$ cat src/rtl/char_buffer_writer.sv
// VT52-subset command stage: decodes received bytes into character buffer writes and circular-scroll
// origin updates. Define CLEAR_ON_RESET_EN to blank the whole screen after every reset.
module char_buffer_writer #(
  parameter int COLUMNS   = 80,
  parameter int ROWS      = 25,
  parameter int ROW_BITS  = 5,
  parameter int COL_BITS  = 7,
  parameter int ADDR_BITS = 11
) (
  input  logic                 clk,
  input  logic                 clr,
  input  logic [7:0]           data_in,
  input  logic                 data_valid,
  output logic                 data_ready,
  output logic [ADDR_BITS-1:0] buffer_waddr,
  output logic [7:0]           buffer_din,
  output logic                 buffer_wen,
  output logic [ADDR_BITS-1:0] buffer_first_char,
  output logic                 buffer_first_char_wen,
  output logic [ROW_BITS-1:0]  cursor_row,
  output logic [COL_BITS-1:0]  cursor_col
);

  localparam int CNT_BITS = $clog2(ROWS * COLUMNS + 1);

  localparam logic [ROW_BITS-1:0]  ROW_MAX    = ROW_BITS'(ROWS - 1);
  localparam logic [COL_BITS-1:0]  COL_MAX    = COL_BITS'(COLUMNS - 1);
  localparam logic [ADDR_BITS-1:0] COLS_A     = ADDR_BITS'(COLUMNS);
  localparam logic [ADDR_BITS-1:0] BOTTOM_OFF = ADDR_BITS'((ROWS - 1) * COLUMNS);
  localparam logic [CNT_BITS-1:0]  COLS_C     = CNT_BITS'(COLUMNS);
  localparam logic [7:0]           BLANK      = 8'h20;

  typedef enum logic [2:0] {
    IDLE,
    ESC,
    ESC_Y_ROW,
    ESC_Y_COL,
    FILL,
    SCROLL
  } state_t;

`ifdef CLEAR_ON_RESET_EN
  localparam state_t               RST_STATE = FILL;
  localparam logic [CNT_BITS-1:0]  RST_REM   = CNT_BITS'(ROWS * COLUMNS);
`else
  localparam state_t               RST_STATE = IDLE;
  localparam logic [CNT_BITS-1:0]  RST_REM   = '0;
`endif

  state_t               state_q, state_d;
  logic                 ready_q, ready_d;
  logic                 wen_q, wen_d;
  logic                 fc_wen_q, fc_wen_d;
  logic [ADDR_BITS-1:0] waddr_q, waddr_d;
  logic [7:0]           din_q, din_d;
  logic [ADDR_BITS-1:0] first_char_q, first_char_d;
  logic [ROW_BITS-1:0]  row_q, row_d;
  logic [COL_BITS-1:0]  col_q, col_d;
  logic [ROW_BITS-1:0]  y_row_q, y_row_d;
  logic [ADDR_BITS-1:0] fill_addr_q, fill_addr_d;
  logic [CNT_BITS-1:0]  rem_q, rem_d;

  logic                 accept;
  logic [ADDR_BITS-1:0] cur_addr;
  logic [CNT_BITS-1:0]  eos_cnt;
  logic [CNT_BITS-1:0]  eol_cnt;

  function automatic logic [ROW_BITS-1:0] clamp_row(input logic [7:0] b);
    logic [7:0] v;
    v = b - 8'h20;
    if (b < 8'h20) return '0;
    if (v > 8'(ROWS - 1)) return ROW_MAX;
    return ROW_BITS'(v);
  endfunction

  function automatic logic [COL_BITS-1:0] clamp_col(input logic [7:0] b);
    logic [7:0] v;
    v = b - 8'h20;
    if (b < 8'h20) return '0;
    if (v > 8'(COLUMNS - 1)) return COL_MAX;
    return COL_BITS'(v);
  endfunction

  // Next multiple of 8 strictly above col, computed one bit wider so it cannot wrap.
  function automatic logic [COL_BITS-1:0] tab_stop(input logic [COL_BITS-1:0] c);
    logic [COL_BITS:0] t;
    t = ({1'b0, c} | (COL_BITS + 1)'(7)) + (COL_BITS + 1)'(1);
    if (t > {1'b0, COL_MAX}) return COL_MAX;
    return COL_BITS'(t);
  endfunction

  assign accept   = data_valid && ready_q;
  assign cur_addr = first_char_q + ADDR_BITS'(row_q) * COLS_A + ADDR_BITS'(col_q);
  assign eol_cnt  = COLS_C - CNT_BITS'(col_q);
  assign eos_cnt  = (CNT_BITS'(ROW_MAX) - CNT_BITS'(row_q)) * COLS_C + eol_cnt;

  always_comb begin
    state_d      = state_q;
    wen_d        = 1'b0;
    fc_wen_d     = 1'b0;
    waddr_d      = waddr_q;
    din_d        = din_q;
    first_char_d = first_char_q;
    row_d        = row_q;
    col_d        = col_q;
    y_row_d      = y_row_q;
    fill_addr_d  = fill_addr_q;
    rem_d        = rem_q;

    case (state_q)
      IDLE: begin
        if (accept) begin
          if (data_in >= 8'h20 && data_in <= 8'h7E) begin
            wen_d   = 1'b1;
            waddr_d = cur_addr;
            din_d   = data_in;
            if (col_q != COL_MAX) col_d = col_q + COL_BITS'(1);
          end else begin
            case (data_in)
              8'h0D: col_d = '0;
              8'h08: if (col_q != '0) col_d = col_q - COL_BITS'(1);
              8'h09: col_d = tab_stop(col_q);
              8'h0A: begin
                if (row_q != ROW_MAX) begin
                  row_d = row_q + ROW_BITS'(1);
                end else begin
                  state_d      = SCROLL;
                  first_char_d = first_char_q + COLS_A;
                  fc_wen_d     = 1'b1;
                end
              end
              8'h1B:   state_d = ESC;
              default: ;
            endcase
          end
        end
      end

      ESC: begin
        if (accept) begin
          state_d = IDLE;
          case (data_in)
            "A": if (row_q != '0) row_d = row_q - ROW_BITS'(1);
            "B": if (row_q != ROW_MAX) row_d = row_q + ROW_BITS'(1);
            "C": if (col_q != COL_MAX) col_d = col_q + COL_BITS'(1);
            "D": if (col_q != '0) col_d = col_q - COL_BITS'(1);
            "H": begin
              row_d = '0;
              col_d = '0;
            end
            "J", "K": begin
              // The first blank goes out with the command itself; FILL issues the remainder.
              state_d     = FILL;
              wen_d       = 1'b1;
              waddr_d     = cur_addr;
              din_d       = BLANK;
              fill_addr_d = cur_addr + ADDR_BITS'(1);
              rem_d       = ((data_in == "J") ? eos_cnt : eol_cnt) - CNT_BITS'(1);
            end
            "Y":     state_d = ESC_Y_ROW;
            default: ;
          endcase
        end
      end

      ESC_Y_ROW: begin
        if (accept) begin
          y_row_d = clamp_row(data_in);
          state_d = ESC_Y_COL;
        end
      end

      ESC_Y_COL: begin
        if (accept) begin
          row_d   = y_row_q;
          col_d   = clamp_col(data_in);
          state_d = IDLE;
        end
      end

      FILL: begin
        if (rem_q != '0) begin
          wen_d       = 1'b1;
          waddr_d     = fill_addr_q;
          din_d       = BLANK;
          fill_addr_d = fill_addr_q + ADDR_BITS'(1);
          rem_d       = rem_q - CNT_BITS'(1);
        end else begin
          state_d = IDLE;
        end
      end

      SCROLL: begin
        // Origin has already advanced; blank the row that just wrapped into the bottom line.
        state_d     = FILL;
        wen_d       = 1'b1;
        waddr_d     = first_char_q + BOTTOM_OFF;
        din_d       = BLANK;
        fill_addr_d = first_char_q + BOTTOM_OFF + ADDR_BITS'(1);
        rem_d       = COLS_C - CNT_BITS'(1);
      end

      default: state_d = IDLE;
    endcase

    ready_d = (state_d == IDLE) || (state_d == ESC) ||
              (state_d == ESC_Y_ROW) || (state_d == ESC_Y_COL);
  end

  always_ff @(posedge clk) begin
    if (clr) begin
      state_q      <= RST_STATE;
      ready_q      <= 1'b0;
      wen_q        <= 1'b0;
      fc_wen_q     <= 1'b0;
      waddr_q      <= '0;
      din_q        <= '0;
      first_char_q <= '0;
      row_q        <= '0;
      col_q        <= '0;
      y_row_q      <= '0;
      fill_addr_q  <= '0;
      rem_q        <= RST_REM;
    end else begin
      state_q      <= state_d;
      ready_q      <= ready_d;
      wen_q        <= wen_d;
      fc_wen_q     <= fc_wen_d;
      waddr_q      <= waddr_d;
      din_q        <= din_d;
      first_char_q <= first_char_d;
      row_q        <= row_d;
      col_q        <= col_d;
      y_row_q      <= y_row_d;
      fill_addr_q  <= fill_addr_d;
      rem_q        <= rem_d;
    end
  end

  assign data_ready            = ready_q;
  assign buffer_waddr          = waddr_q;
  assign buffer_din            = din_q;
  assign buffer_wen            = wen_q;
  assign buffer_first_char     = first_char_q;
  assign buffer_first_char_wen = fc_wen_q;
  assign cursor_row            = row_q;
  assign cursor_col            = col_q;

endmodule

$ cat config.mk
export PLATFORM = sky130hd
export DESIGN_NAME = char_buffer_writer
export DESIGN_NICKNAME = d
export VERILOG_FILES = /design/src/rtl/char_buffer_writer.sv
export SDC_FILE = /design/constraint.sdc
export NUM_CORES = 1
export LEC_CHECK = 0
export ABC_AREA = 1
export CELL_PAD_IN_SITES_DETAIL_PLACEMENT = 1
export CELL_PAD_IN_SITES_GLOBAL_PLACEMENT = 1
export CORE_MARGIN = 2
export CORE_UTILIZATION = 40
export CTS_CLUSTER_DIAMETER = 40
export DETAILED_ROUTE_END_ITERATION = 10
export PLACE_DENSITY_LB_ADDON = 0.1
export SLEW_MARGIN = 20
export SYNTH_ARGS = -nofsm -noshare
export SYNTH_HDL_FRONTEND = slang
export SYNTH_SLANG_ARGS = --single-unit
$ cat constraint.sdc
create_clock -name clk -period 4.4 [get_ports clk]
set_input_delay 0.66 -clock clk [delete_from_list [all_inputs] [get_ports clk]]
set_output_delay 0.66 -clock clk [all_outputs]
set_load 0.01 [all_outputs]
Word level (Yosys, flattened, before mapping)
Cells that the tools add are included.
- register bits after elaboration: 75
- output and inout bits: 45
- word-level logic and storage cells: 182
- add/sub/neg operators: 18
- $mul: 2
- magnitude comparators: 6
- eq/ne operators: 35
- multiplexer cells: 83
- bitwise operators: 5
- reductions and logical operators: 21
- operator list (cell ; count):
    2-to-1 mux 11 bit ; 12
    2-to-1 mux 7 bit ; 12
    case mux 11 bit (3 select lines) ; 2
    == test 8 x 7 -> 1 bit (second input constant) ; 8
    case mux 7 bit (3 select lines) ; 3
    2-to-1 mux 5 bit ; 11
    case mux 11 bit (4 select lines) ; 1
    2-to-1 mux 8 bit ; 5
    adder 11 x 1 -> 11 bit (second input constant) ; 3
    == test 8 x 4 -> 1 bit (second input constant) ; 4
    case mux 8 bit (4 select lines) ; 1
    case mux 5 bit (3 select lines) ; 2
    2-to-1 mux 1 bit ; 23
    adder 11 bit ; 2
    subtractor 11 x 1 -> 11 bit (second input constant) ; 2
    2-to-1 mux 3 bit ; 7
    case mux 3 bit (6 select lines) ; 1
    > comparator 8 x 7 -> 1 bit (second input constant) ; 2
    == test 3 x 2 -> 1 bit (second input constant) ; 4
    inequality test 2 bit (second input constant) ; 6
    case mux 3 bit (2 select lines) ; 2
    AND reduction 6 bit ; 2
    adder 11 bit (second input constant) ; 1
    adder 11 x 7 -> 11 bit ; 1
    other kinds (41) ; 53

Logic depth before layout (Yosys ltp)
Gate-level depths: netlist of run 1.
- depth after elaboration: 12
- depth in mapped cells: 25

Least setup slack after synthesis of run 1
OpenSTA, ideal clock, no wires.
- path kind: register to register
- start: register row_q[0] (netlist: cursor_row[0])
- end: register rem_q[10]
- library setup time: 132 ps
- data arrival time: 3320 ps
- required time: 4268 ps
- setup slack: 948 ps
- stages on the path, launching flop included: 20
- period minus slack after synthesis: 3452 ps
- cells stage by stage: dfxtp_1 > inv_1 > ha_1 > nand2_1 > nand3_1 > nand2_1 > inv_1 > ha_1 > fa_1 > ha_1 > nand2_1 > or2_2 > nand4_1 > nand3b_1 > nand2_1 > nand2_1 > nor2_1 > nand3_1 > nand3_1 > a21oi_1
- word-level cells in the longest chain between the ends: 8
- RTL lines (what ; line ; source):
    from (decl) ; 57 ; logic [ROW_BITS-1:0] row_q, row_d;
    from (signal assigned) ; 232 ; row_q <= row_d;
    subtractor 5 x 5 -> 6 bit ; 95 ; assign eos_cnt = (CNT_BITS'(ROW_MAX) - CNT_BITS'(row_q)) * COLS_C + eol_cnt;
    multiplier 11 x 3 -> 7 bit ; 95 ;
    adder 11 bit ; 95 ;
    2-to-1 mux 11 bit ; 158 ; rem_d = ((data_in == "J") ? eos_cnt : eol_cnt) - CNT_BITS'(1);
    subtractor 11 x 1 -> 11 bit ; 158 ;
    2-to-1 mux 11 bit ; 142 ; case (data_in)
    2-to-1 mux 11 bit ; 140 ; if (accept) begin
    case mux 11 bit (3 select lines) ; 110 ; case (state_q)
    to (signal assigned) ; 236 ; rem_q <= rem_d;
    to (decl) ; 61 ; logic [CNT_BITS-1:0] rem_q, rem_d;
Every way passes these cells. The select of a mux whose other input is x is not followed.
A chain may end at the register's enable or synchronous reset.

Worst setup path in the final report of run 1
Same ends and word-level chain as after synthesis.

==> results of run 1 <==
[worst max path at each step]
| stage | cells past startpoint | start | end |
|---|---|---|---|
| after detailed placement | 19 | cursor_row[0] | rem_q[10] |
| after CTS | 19 | cursor_row[0] | rem_q[10] |
| final | 19 | cursor_row[0] | rem_q[10] |
| after global routing | 23 | cursor_row[0] | rem_q[10] |
| after floorplan | 19 | cursor_row[0] | rem_q[10] |
| after global placement | 22 | cursor_row[0] | rem_q[10] |
[stage by stage]
stage | area, µm² | setup slack [ps] | hold WS [ps]
2_1_floorplan | 5850 | 948 | 445
3_3_place_gp | 6480 | 744 | 428
3_5_place_dp | 6480 | 551 | 435
4_1_cts | 6790 | 542 | 446
5_1_grt | 6790 | 177 | 462
6_report | 6790 | 559 | 441
[Yosys cell counts, types with 8 or more instances]
cell,n
sky130_fd_sc_hd__nor3_1,9
sky130_fd_sc_hd__dfxtp_1,71
sky130_fd_sc_hd__nand3_1,65
sky130_fd_sc_hd__o21ai_0,45
sky130_fd_sc_hd__nor2_1,86
sky130_fd_sc_hd__xor2_1,29
sky130_fd_sc_hd__nand4_1,12
sky130_fd_sc_hd__inv_1,113
sky130_fd_sc_hd__nand2_1,186
sky130_fd_sc_hd__inv_2,10
sky130_fd_sc_hd__a31oi_1,8
sky130_fd_sc_hd__clkbuf_1,16
sky130_fd_sc_hd__o21ai_1,12
sky130_fd_sc_hd__ha_1,43
sky130_fd_sc_hd__a21oi_1,78
[registers in the layout, indices dropped and copies added, names as in the netlist, 5 cells and up]
register	cells
cursor_row	5
buffer_waddr	11
y_row_q	5
fill_addr_q	11
buffer_din	8
cursor_col	7
buffer_first_char	7
rem_q	11
[cells by family after synthesis]
kind of cell	Yosys count	synth area share, %
buffers and inverters	156	10.9
XOR/XNOR	36	5.40
AND/OR/NAND/NOR	387	29.0
AO/OA/AOI/OAI	185	18.7
other	1	0.0642
flip-flops	71	24.3
adder cells (fa/ha/maj)	50	11.6
[worst max-delay path, stage by stage (launching register included)]
cell                       delay (ps)
sky130_fd_sc_hd__dfxtp_1          530
sky130_fd_sc_hd__inv_1            220
sky130_fd_sc_hd__ha_1             260
sky130_fd_sc_hd__nand2_1          170
sky130_fd_sc_hd__nand3_1           90
sky130_fd_sc_hd__nand2_1           90
sky130_fd_sc_hd__inv_1             50
sky130_fd_sc_hd__ha_1             330
sky130_fd_sc_hd__fa_1             480
sky130_fd_sc_hd__ha_1             380
sky130_fd_sc_hd__nand2_1          100
sky130_fd_sc_hd__or2_2            310
sky130_fd_sc_hd__nand4_1           80
sky130_fd_sc_hd__nand3b_1          80
sky130_fd_sc_hd__nand2_1           60
sky130_fd_sc_hd__nand2_1           80
sky130_fd_sc_hd__nor2_1           150
sky130_fd_sc_hd__nand3_1           90
sky130_fd_sc_hd__nand3_1           90
sky130_fd_sc_hd__a21oi_1           60
[report_power, final]
part / internal (µW) / switching (µW)
Clock: 445 / 325
Sequential: 652 / 7.40
Combinational: 60.4 / 111
[area by class of cell]
class / instances / area, µm²
clock buffers: 9 / 225
clock inverters: 7 / 78.8
fillers: 1897 / 7630
inverters: 125 / 470
multi-input cells: 662 / 3800
flip-flops and latches: 71 / 1420
well taps: 184 / 230
repair buffers: 59 / 566
[metal layers]
metal / routed length [µm] / up-vias / share of wire (%) / track usage, %
met3: 666 / 31 / 3.4 / 3.31
met1: 9400 / 2958 / 48 / 34.9
met4: 440 / 0 / 2.2 / 8.69
met2: 9070 / 97 / 46 / 41.5
met5: 0 / - / 0 / 0
li1: - / 2997 / - / -
==> impl_metrics.yaml, run 1 <==
timing:
  timing.final.crit_share_pct: 87.3
  final_hold_fails: 0
  report.final.slew_viol_count: 0
  max_freq_mhz: 260
  maxSlewHeadroom_pct: 35.0
  skew_ps: 8.12
  tightestPinTransition_ps: 974
  finalCriticalPeriod_ps: 3840
  setup_viol_count_final: 0
  rsz_0062_raised_after_global_routing: "no"
  setup-tns-final_ps: 0
final_layout:
  layout.cells.most_common: "sky130_fd_sc_hd__nand2_1"
  post_layout_cell_count: 1117
  final_layout_size_suffix_gt1_share_pct: 7.29
  final_util_pct: 47.1
  antenna_cells_inserted: 0
  syn_to_final_growth_pct: 16.2
  layout.nets: 989
  layout.cells.most_common_list: "186 x sky130_fd_sc_hd__nand2_1, 113 x sky130_fd_sc_hd__inv_1, 86 x sky130_fd_sc_hd__nor2_1, 78 x sky130_fd_sc_hd__a21oi_1, 71 x sky130_fd_sc_hd__dfxtp_1"
clock_tree:
  cts_max_level: 3
  tritoncts_buffers: 9
  post_cts_hold_buffers: 0
  cts-resized-gates: 0
  clk_pin_slew_ps: 60
  post-cts-setup-buffer-count: 0
  cts.sink_count: 71
  worst_skew_pair.late_latency_ps: 350
  max-clock-path-buffers: 2
  cts_tree: "yes"
  clk_root_buffer_cell: "sky130_fd_sc_hd__clkbuf_16"
logic_synthesis:
  synth.yosys.seq_area_share_pct: 24.3
  syn_area_per_cell_um2: 6.59
  yosysWarnings: 0
  synth_largest_area_cell: "sky130_fd_sc_hd__dfxtp_1"
  post_synth_inst_count: 886
  ys_async_sr_fraction_pct: 0
  synthTopCellsByArea: "sky130_fd_sc_hd__dfxtp_1 24%, sky130_fd_sc_hd__nand2_1 12%, sky130_fd_sc_hd__ha_1 9.2%"
  ys_seq_elements: 71
  ys.flop_type: "sky130_fd_sc_hd__dfxtp_1"
  synth_edf_count: 0
  area_of_the_mapped_netlist_um2: 5840
  yosysTopAreaCellShare_pct: 24.3
  netlist-cell-type-count: 53
floorplan:
  fp.dieH_um: 125
  io-pin-count: 56
  num_rows: 44
  starting_density_pct: 40.5
  die_width_um: 125
  core_um2: 14400
  die_area_um2: 15600
critical_path:
  arrival_ps: 4050
  r2r_depth: 19
  crit_path_end_kind: "register"
  r2r-start: "cursor_row[0]"
  cp_max_fo: 8
  r2r-end: "rem_q[10]"
  r2r_setup_slack_ps: 560
  worstPathRequired_ps: 4610
  startpoint_class_of_the_critical_path: "register"
  worst-setup-path-type: "reg -> reg"
routing:
  drt_iter0_drc: 421
  drc_errors: 0
  detailroute.via_count: 6083
  route.detailed.wl_per_inst_um: 17.5
  vias_per_cell: 5.45
  dr.pass1.iters: 4
  drtAntennaViolNets: 0
  routed_wirelength_um: 19600
global_route:
  grt_overflow: 0
  antenna_found_initial: 0
  first_pass_grt_wire_length_um: 32600
  grtUsageTotal_pct: 25.5
  grt_pass1_vias: 6327
  grt_max_degree: 48
worst_hold_path:
  min_path_type: "reg -> reg"
  min_delay_worst_endpoint: "buffer_din[7]"
  min-delay-start: "buffer_din[7]"
  worst_hold_path.num_cells: 2
pwr:
  vdd.ir_drop.worst_uv: 163
  power_leakage_uw: 0.00308
  power.total_uw: 1600
  power-per-cell-area_nw_per_um2: 236
placement:
  place_inst: 1101
  io_buffer_count: 51
  finalWeightedCongestion: 0.900
  dpl_hpwl_um: 15100
status:
  outcome: "complete, no violations"
job:
  max_cap_violations: 0
(Power assumes the default switching activity.)
==> run 2: changes to the inputs <==
- DONT_BUFFER_PORTS: unset -> 1
==> impl_metrics.yaml, run 2 (synthesis results as in run 1) <==
timing:
  timing.final.crit_share_pct: 86.2
  rsz_0062_raised_after_global_routing: "no"
  max_freq_mhz: 264
  tightestPinTransition_ps: 948
  maxSlewHeadroom_pct: 36.7
  setup-tns-final_ps: 0
  report.final.slew_viol_count: 0
  skew_ps: 13.7
  setup_viol_count_final: 0
  finalCriticalPeriod_ps: 3790
  final_hold_fails: 0
critical_path:
  startpoint_class_of_the_critical_path: "register"
  worstPathCellList: "buf_4 -> inv_1 -> ha_1 -> nand2_1 -> nand3_1 -> nand2_1 -> inv_1 -> ha_1 -> fa_1 -> xor2_1 -> ha_1 -> a21oi_1 -> o21ai_0 -> a21oi_1 -> nand3_1 -> nand3_1 -> nand2_1 -> nand2_1 -> nand2_1 -> nand3_1 -> nand3_1 -> a21oi_1"
  crit_path_end_kind: "register"
  critical_path.n_buffers_inverters: 3
  r2r_setup_slack_ps: 610
  critical_path.max_stage_delay_ps: 440
  path_delay_family: "adder cells"
  cp_max_fo: 6
  crit_path_top_delay_cell: "sky130_fd_sc_hd__fa_1"
  cp.depth: 22
  arrival_ps: 4070
  r2r-end: "rem_q[10]"
  r2r_depth: 22
  worstPathRequired_ps: 4670
  worst-setup-path-type: "reg -> reg"
  r2r-start: "cursor_row[1]"
final_layout:
  post_layout_cell_count: 1066
  antenna_cells_inserted: 0
  layout.nets: 938
  layout.cells.most_common: "sky130_fd_sc_hd__nand2_1"
  final_layout_size_suffix_gt1_share_pct: 7.60
  syn_to_final_growth_pct: 7.24
  layout.cells.most_common_list: "186 x sky130_fd_sc_hd__nand2_1, 113 x sky130_fd_sc_hd__inv_1, 86 x sky130_fd_sc_hd__nor2_1, 78 x sky130_fd_sc_hd__a21oi_1, 71 x sky130_fd_sc_hd__dfxtp_1"
clock_tree:
  cts_max_level: 3
  cts_tree: "yes"
  post-cts-setup-buffer-count: 0
  clk_pin_slew_ps: 70
  post_cts_hold_buffers: 0
  tritoncts_buffers: 9
  worst_skew_pair.late_latency_ps: 350
  clk_root_buffer_cell: "sky130_fd_sc_hd__clkbuf_16"
  max-clock-path-buffers: 2
  cts-resized-gates: 0
  cts.sink_count: 71
placement:
  place_inst: 1050
  io_buffer_count: 0
  dpl_hpwl_um: 15200
  finalWeightedCongestion: 0.915
routing:
  drc_errors: 0
  dr.pass1.iters: 4
  routed_wirelength_um: 19600
  detailroute.via_count: 5914
  drt_iter0_drc: 341
  drtAntennaViolNets: 0
  vias_per_cell: 5.55
  route.detailed.wl_per_inst_um: 18.4
floorplan:
  die_width_um: 125
  starting_density_pct: 40.5
  fp.dieH_um: 125
  die_area_um2: 15600
  num_rows: 44
  core_um2: 14400
  io-pin-count: 56
worst_hold_path:
  min_delay_worst_endpoint: "rem_q[3]"
  worst_hold_path.num_cells: 1
  min-delay-start: "clr"
  min_path_type: "in -> reg"
status:
  outcome: "complete, no violations"
global_route:
  antenna_found_initial: 0
  grt_max_degree: 48
  grtUsageTotal_pct: 25.4
  grt_pass1_vias: 6113
  first_pass_grt_wire_length_um: 32000
  grt_overflow: 0
job:
  max_cap_violations: 0
pwr:
  vdd.ir_drop.worst_uv: 164
  power-per-cell-area_nw_per_um2: 244
  power_leakage_uw: 0.00290
run 2: changes by cell type in the layout (fill, tap and decap cells not counted), sizes merged:
cell           delta
clkinvlp          -1
inv               +1
buf               -1
clkinv            +1
bufinv            -1
clkdlybuf4s50    -50
run 2: area by class of cell:
class                   instances  area, µm²
fillers                      1925       8160
well taps                     184        230
repair buffers                  8       60.1
multi-input cells             662       3800
flip-flops and latches         71       1420
clock inverters                 7       61.3
clock buffers                   9        225
inverters                     125        470
run 2: stage by stage:
stage | cell area (µm²) | power (µW) | hold WS [ps] | utilization [%] | setup slack [ps]
after floorplan | 5850 | 781 | 445 | - | 948
after global placement | 5980 | 802 | 451 | 41.5 | 838
after detailed placement | 5980 | 805 | 463 | 41.5 | 643
after CTS | 6270 | 1540 | 360 | 43.4 | 625
after global routing | 6270 | 1590 | 362 | 43.4 | 161
final | 6270 | 1530 | 367 | 43.4 | 605
run 2: routing by layer:
layer / wire [µm] / global-route usage [%] / vias up
met4: 438 / 8.43 / 0
met2: 9320 / 43.0 / 88
met3: 539 / 3.26 / 20
met5: 0 / 0 / -
met1: 9320 / 33.6 / 2899
li1: - / - / 2907
run 2: how the worst max path moves through the flow:
stage,from,endpoint
finish,cursor_row[1],rem_q[10]
global route,cursor_row[1],rem_q[10]
CTS,cursor_row[1],rem_q[10]
detailed placement,cursor_row[1],rem_q[10]
global placement,cursor_row[1],rem_q[10]
floorplan,cursor_row[0],rem_q[10]
run 2: worst register-to-register path: stages, from the launching register on:
cell and delay (ps):
sky130_fd_sc_hd__dfxtp_1 420, sky130_fd_sc_hd__buf_4 190, sky130_fd_sc_hd__inv_1 70, sky130_fd_sc_hd__ha_1 190, sky130_fd_sc_hd__nand2_1 170, sky130_fd_sc_hd__nand3_1 100
sky130_fd_sc_hd__nand2_1 110, sky130_fd_sc_hd__inv_1 50, sky130_fd_sc_hd__ha_1 320, sky130_fd_sc_hd__fa_1 440, sky130_fd_sc_hd__xor2_1 160, sky130_fd_sc_hd__ha_1 330
sky130_fd_sc_hd__a21oi_1 150, sky130_fd_sc_hd__o21ai_0 120, sky130_fd_sc_hd__a21oi_1 190, sky130_fd_sc_hd__nand3_1 130, sky130_fd_sc_hd__nand3_1 100, sky130_fd_sc_hd__nand2_1 60
sky130_fd_sc_hd__nand2_1 60, sky130_fd_sc_hd__nand2_1 70, sky130_fd_sc_hd__nand3_1 100, sky130_fd_sc_hd__nand3_1 70, sky130_fd_sc_hd__a21oi_1 130
run 2: power breakdown:
part / internal [µW] / leakage [µW] / switching [µW] / total [µW]
sequential: 652 / 0.000574 / 10.1 / 662
clock: 394 / 0.000135 / 348 / 741
combinational: 39.3 / 0.00219 / 89.6 / 129
==> run 3: changes to the inputs <==
- CORE_UTILIZATION: 40 -> 46
==> impl_metrics.yaml, run 3 (synthesis results as in run 1) <==
final_layout:
  syn_to_final_growth_pct: 7.60
  antenna_cells_inserted: 0
  layout.cells.most_common_list: "186 x sky130_fd_sc_hd__nand2_1, 113 x sky130_fd_sc_hd__inv_1, 86 x sky130_fd_sc_hd__nor2_1, 78 x sky130_fd_sc_hd__a21oi_1, 71 x sky130_fd_sc_hd__dfxtp_1"
  final_layout_size_suffix_gt1_share_pct: 7.81
  post_layout_cell_count: 1056
  layout.cells.most_common: "sky130_fd_sc_hd__nand2_1"
  layout.nets: 940
  layout.filler_cells: 1756
placement:
  place_inst: 1040
  io_buffer_count: 0
  finalWeightedCongestion: 0.902
  dpl_hpwl_um: 14900
floorplan:
  starting_density_pct: 46.7
  num_rows: 41
  die_area_um2: 13600
  die_width_um: 117
  core_um2: 12500
  fp.dieH_um: 117
  io-pin-count: 56
routing:
  drt_iter0_drc: 384
  vias_per_cell: 5.67
  route.detailed.wl_per_inst_um: 18.5
  detailroute.via_count: 5983
  drtAntennaViolNets: 0
  dr.pass1.iters: 5
  drc_errors: 0
  routed_wirelength_um: 19500
pwr:
  share_clk_of_total_power_pct: 49.5
  p_int_uw: 1150
  power_leakage_uw: 0.00293
  seqPwrFrac_pct: 42.2
  power-per-cell-area_nw_per_um2: 250
  power_switching_share_pct: 26.9
  vdd.ir_drop.worst_uv: 190
  net-switching-power_uw: 422
  power_frac_comb_pct: 8.3
worst_hold_path:
  min_path_type: "in -> reg"
clock_tree:
  cts.sink_count: 71
  clk_root_buffer_cell: "sky130_fd_sc_hd__clkbuf_16"
  post_cts_hold_buffers: 0
  max-clock-path-buffers: 2
  cts-resized-gates: 0
  cts_tree: "yes"
  worst_skew_pair.late_latency_ps: 350
  post-cts-setup-buffer-count: 0
  cts_max_level: 3
  tritoncts_buffers: 9
  clk_pin_slew_ps: 70
timing:
  tightestPinTransition_ps: 906
  timing.final.crit_share_pct: 84.2
  rsz_0062_raised_after_global_routing: "no"
  maxSlewHeadroom_pct: 39.5
  setup_viol_count_final: 0
  finalCriticalPeriod_ps: 3710
  max_freq_mhz: 270
  skew_ps: 9.51
  final_hold_fails: 0
  setup-tns-final_ps: 0
  report.final.slew_viol_count: 0
critical_path:
  worstPathRequired_ps: 4690
  worst-setup-path-type: "reg -> reg"
  arrival_ps: 3990
  r2r_setup_slack_ps: 690
  startpoint_class_of_the_critical_path: "register"
  crit_path_end_kind: "register"
  cp_max_fo: 7
global_route:
  grt_pass1_vias: 6029
  grt_overflow: 0
  grt_max_degree: 48
  antenna_found_initial: 0
  grtUsageTotal_pct: 30.0
  first_pass_grt_wire_length_um: 31500
status:
  outcome: "complete, no violations"
job:
  max_cap_violations: 0
## run 3: changes by cell type in the layout (fill, tap and decap cells not counted)
cell                         change
sky130_fd_sc_hd__clkinvlp_4      -1
sky130_fd_sc_hd__inv_8           -1
sky130_fd_sc_hd__clkinv_2        +1
sky130_fd_sc_hd__clkinv_4        +1
sky130_fd_sc_hd__bufinv_16       +1
sky130_fd_sc_hd__buf_4           +2
sky130_fd_sc_hd__clkbuf_8        +1
sky130_fd_sc_hd__inv_6           -2
## run 3: metrics by stage
stage / setup WS, ps / hold slack [ps] / total power [µW] / util, % / instance area, µm²
global route: 317 / 364 / 1620 / 50.2 / 6290
global placement: 889 / 450 / 800 / 47.8 / 5980
detailed placement: 702 / 461 / 806 / 47.8 / 5980
CTS: 666 / 363 / 1580 / 50.2 / 6290
floorplan: 948 / 445 / 781 / - / 5850
finish: 694 / 377 / 1570 / 50.2 / 6290
## run 3: layer usage
metal,vias up,track usage (%),part of all wire (%)
li1,2907,-,-
met1,2920,40.3,46
met2,125,49.1,48
met3,31,4.98,4.1
met4,0,10.1,2.1
met5,-,0,0
## run 3: worst paths after layout
check | start | endpoint | depth (start not counted)
setup / recovery | cursor_row[1] | rem_q[10] | 20
hold / removal | clr | buffer_first_char_wen | 1
setup reg to reg | cursor_row[1] | rem_q[10] | 20
hold reg to reg | y_row_q[2] | y_row_q[2] | 2
## run 3: power by group through the flow
stage | combinational (µW) | sequential [µW] | clock [µW]
2_1_floorplan | 105 | 676 | 0
3_3_place_gp | 122 | 678 | 0
3_5_place_dp | 128 | 678 | 0
4_1_cts | 129 | 664 | 783
5_1_grt | 147 | 664 | 809
6_report | 130 | 663 | 777
## run 3: critical path, stage by stage, from the launching register on
cell	delay, ps
sky130_fd_sc_hd__dfxtp_1	520
sky130_fd_sc_hd__inv_1	130
sky130_fd_sc_hd__ha_1	220
sky130_fd_sc_hd__nand2_1	190
sky130_fd_sc_hd__nand3_1	90
sky130_fd_sc_hd__nand2_1	100
sky130_fd_sc_hd__inv_1	50
sky130_fd_sc_hd__ha_1	320
sky130_fd_sc_hd__fa_1	490
sky130_fd_sc_hd__ha_1	360
sky130_fd_sc_hd__nand2_1	100
sky130_fd_sc_hd__or2_2	310
sky130_fd_sc_hd__nand4_1	70
sky130_fd_sc_hd__nand3b_1	90
sky130_fd_sc_hd__nand2_1	70
sky130_fd_sc_hd__nand2_1	70
sky130_fd_sc_hd__nor2_1	140
sky130_fd_sc_hd__inv_1	50
sky130_fd_sc_hd__nand2_1	60
sky130_fd_sc_hd__nand3_1	80
sky130_fd_sc_hd__a21oi_1	130
## run 3: final cells by class
type / count / area [µm²] / area share [%]
clock inverters: 6 / 68.8 / 1.09
flip-flops and latches: 71 / 1420 / 22.6
inverters: 125 / 470 / 7.48
repair buffers: 10 / 75.1 / 1.19
well taps: 172 / 215 / 3.42
multi-input cells: 662 / 3800 / 60.4
clock buffers: 10 / 239 / 3.80
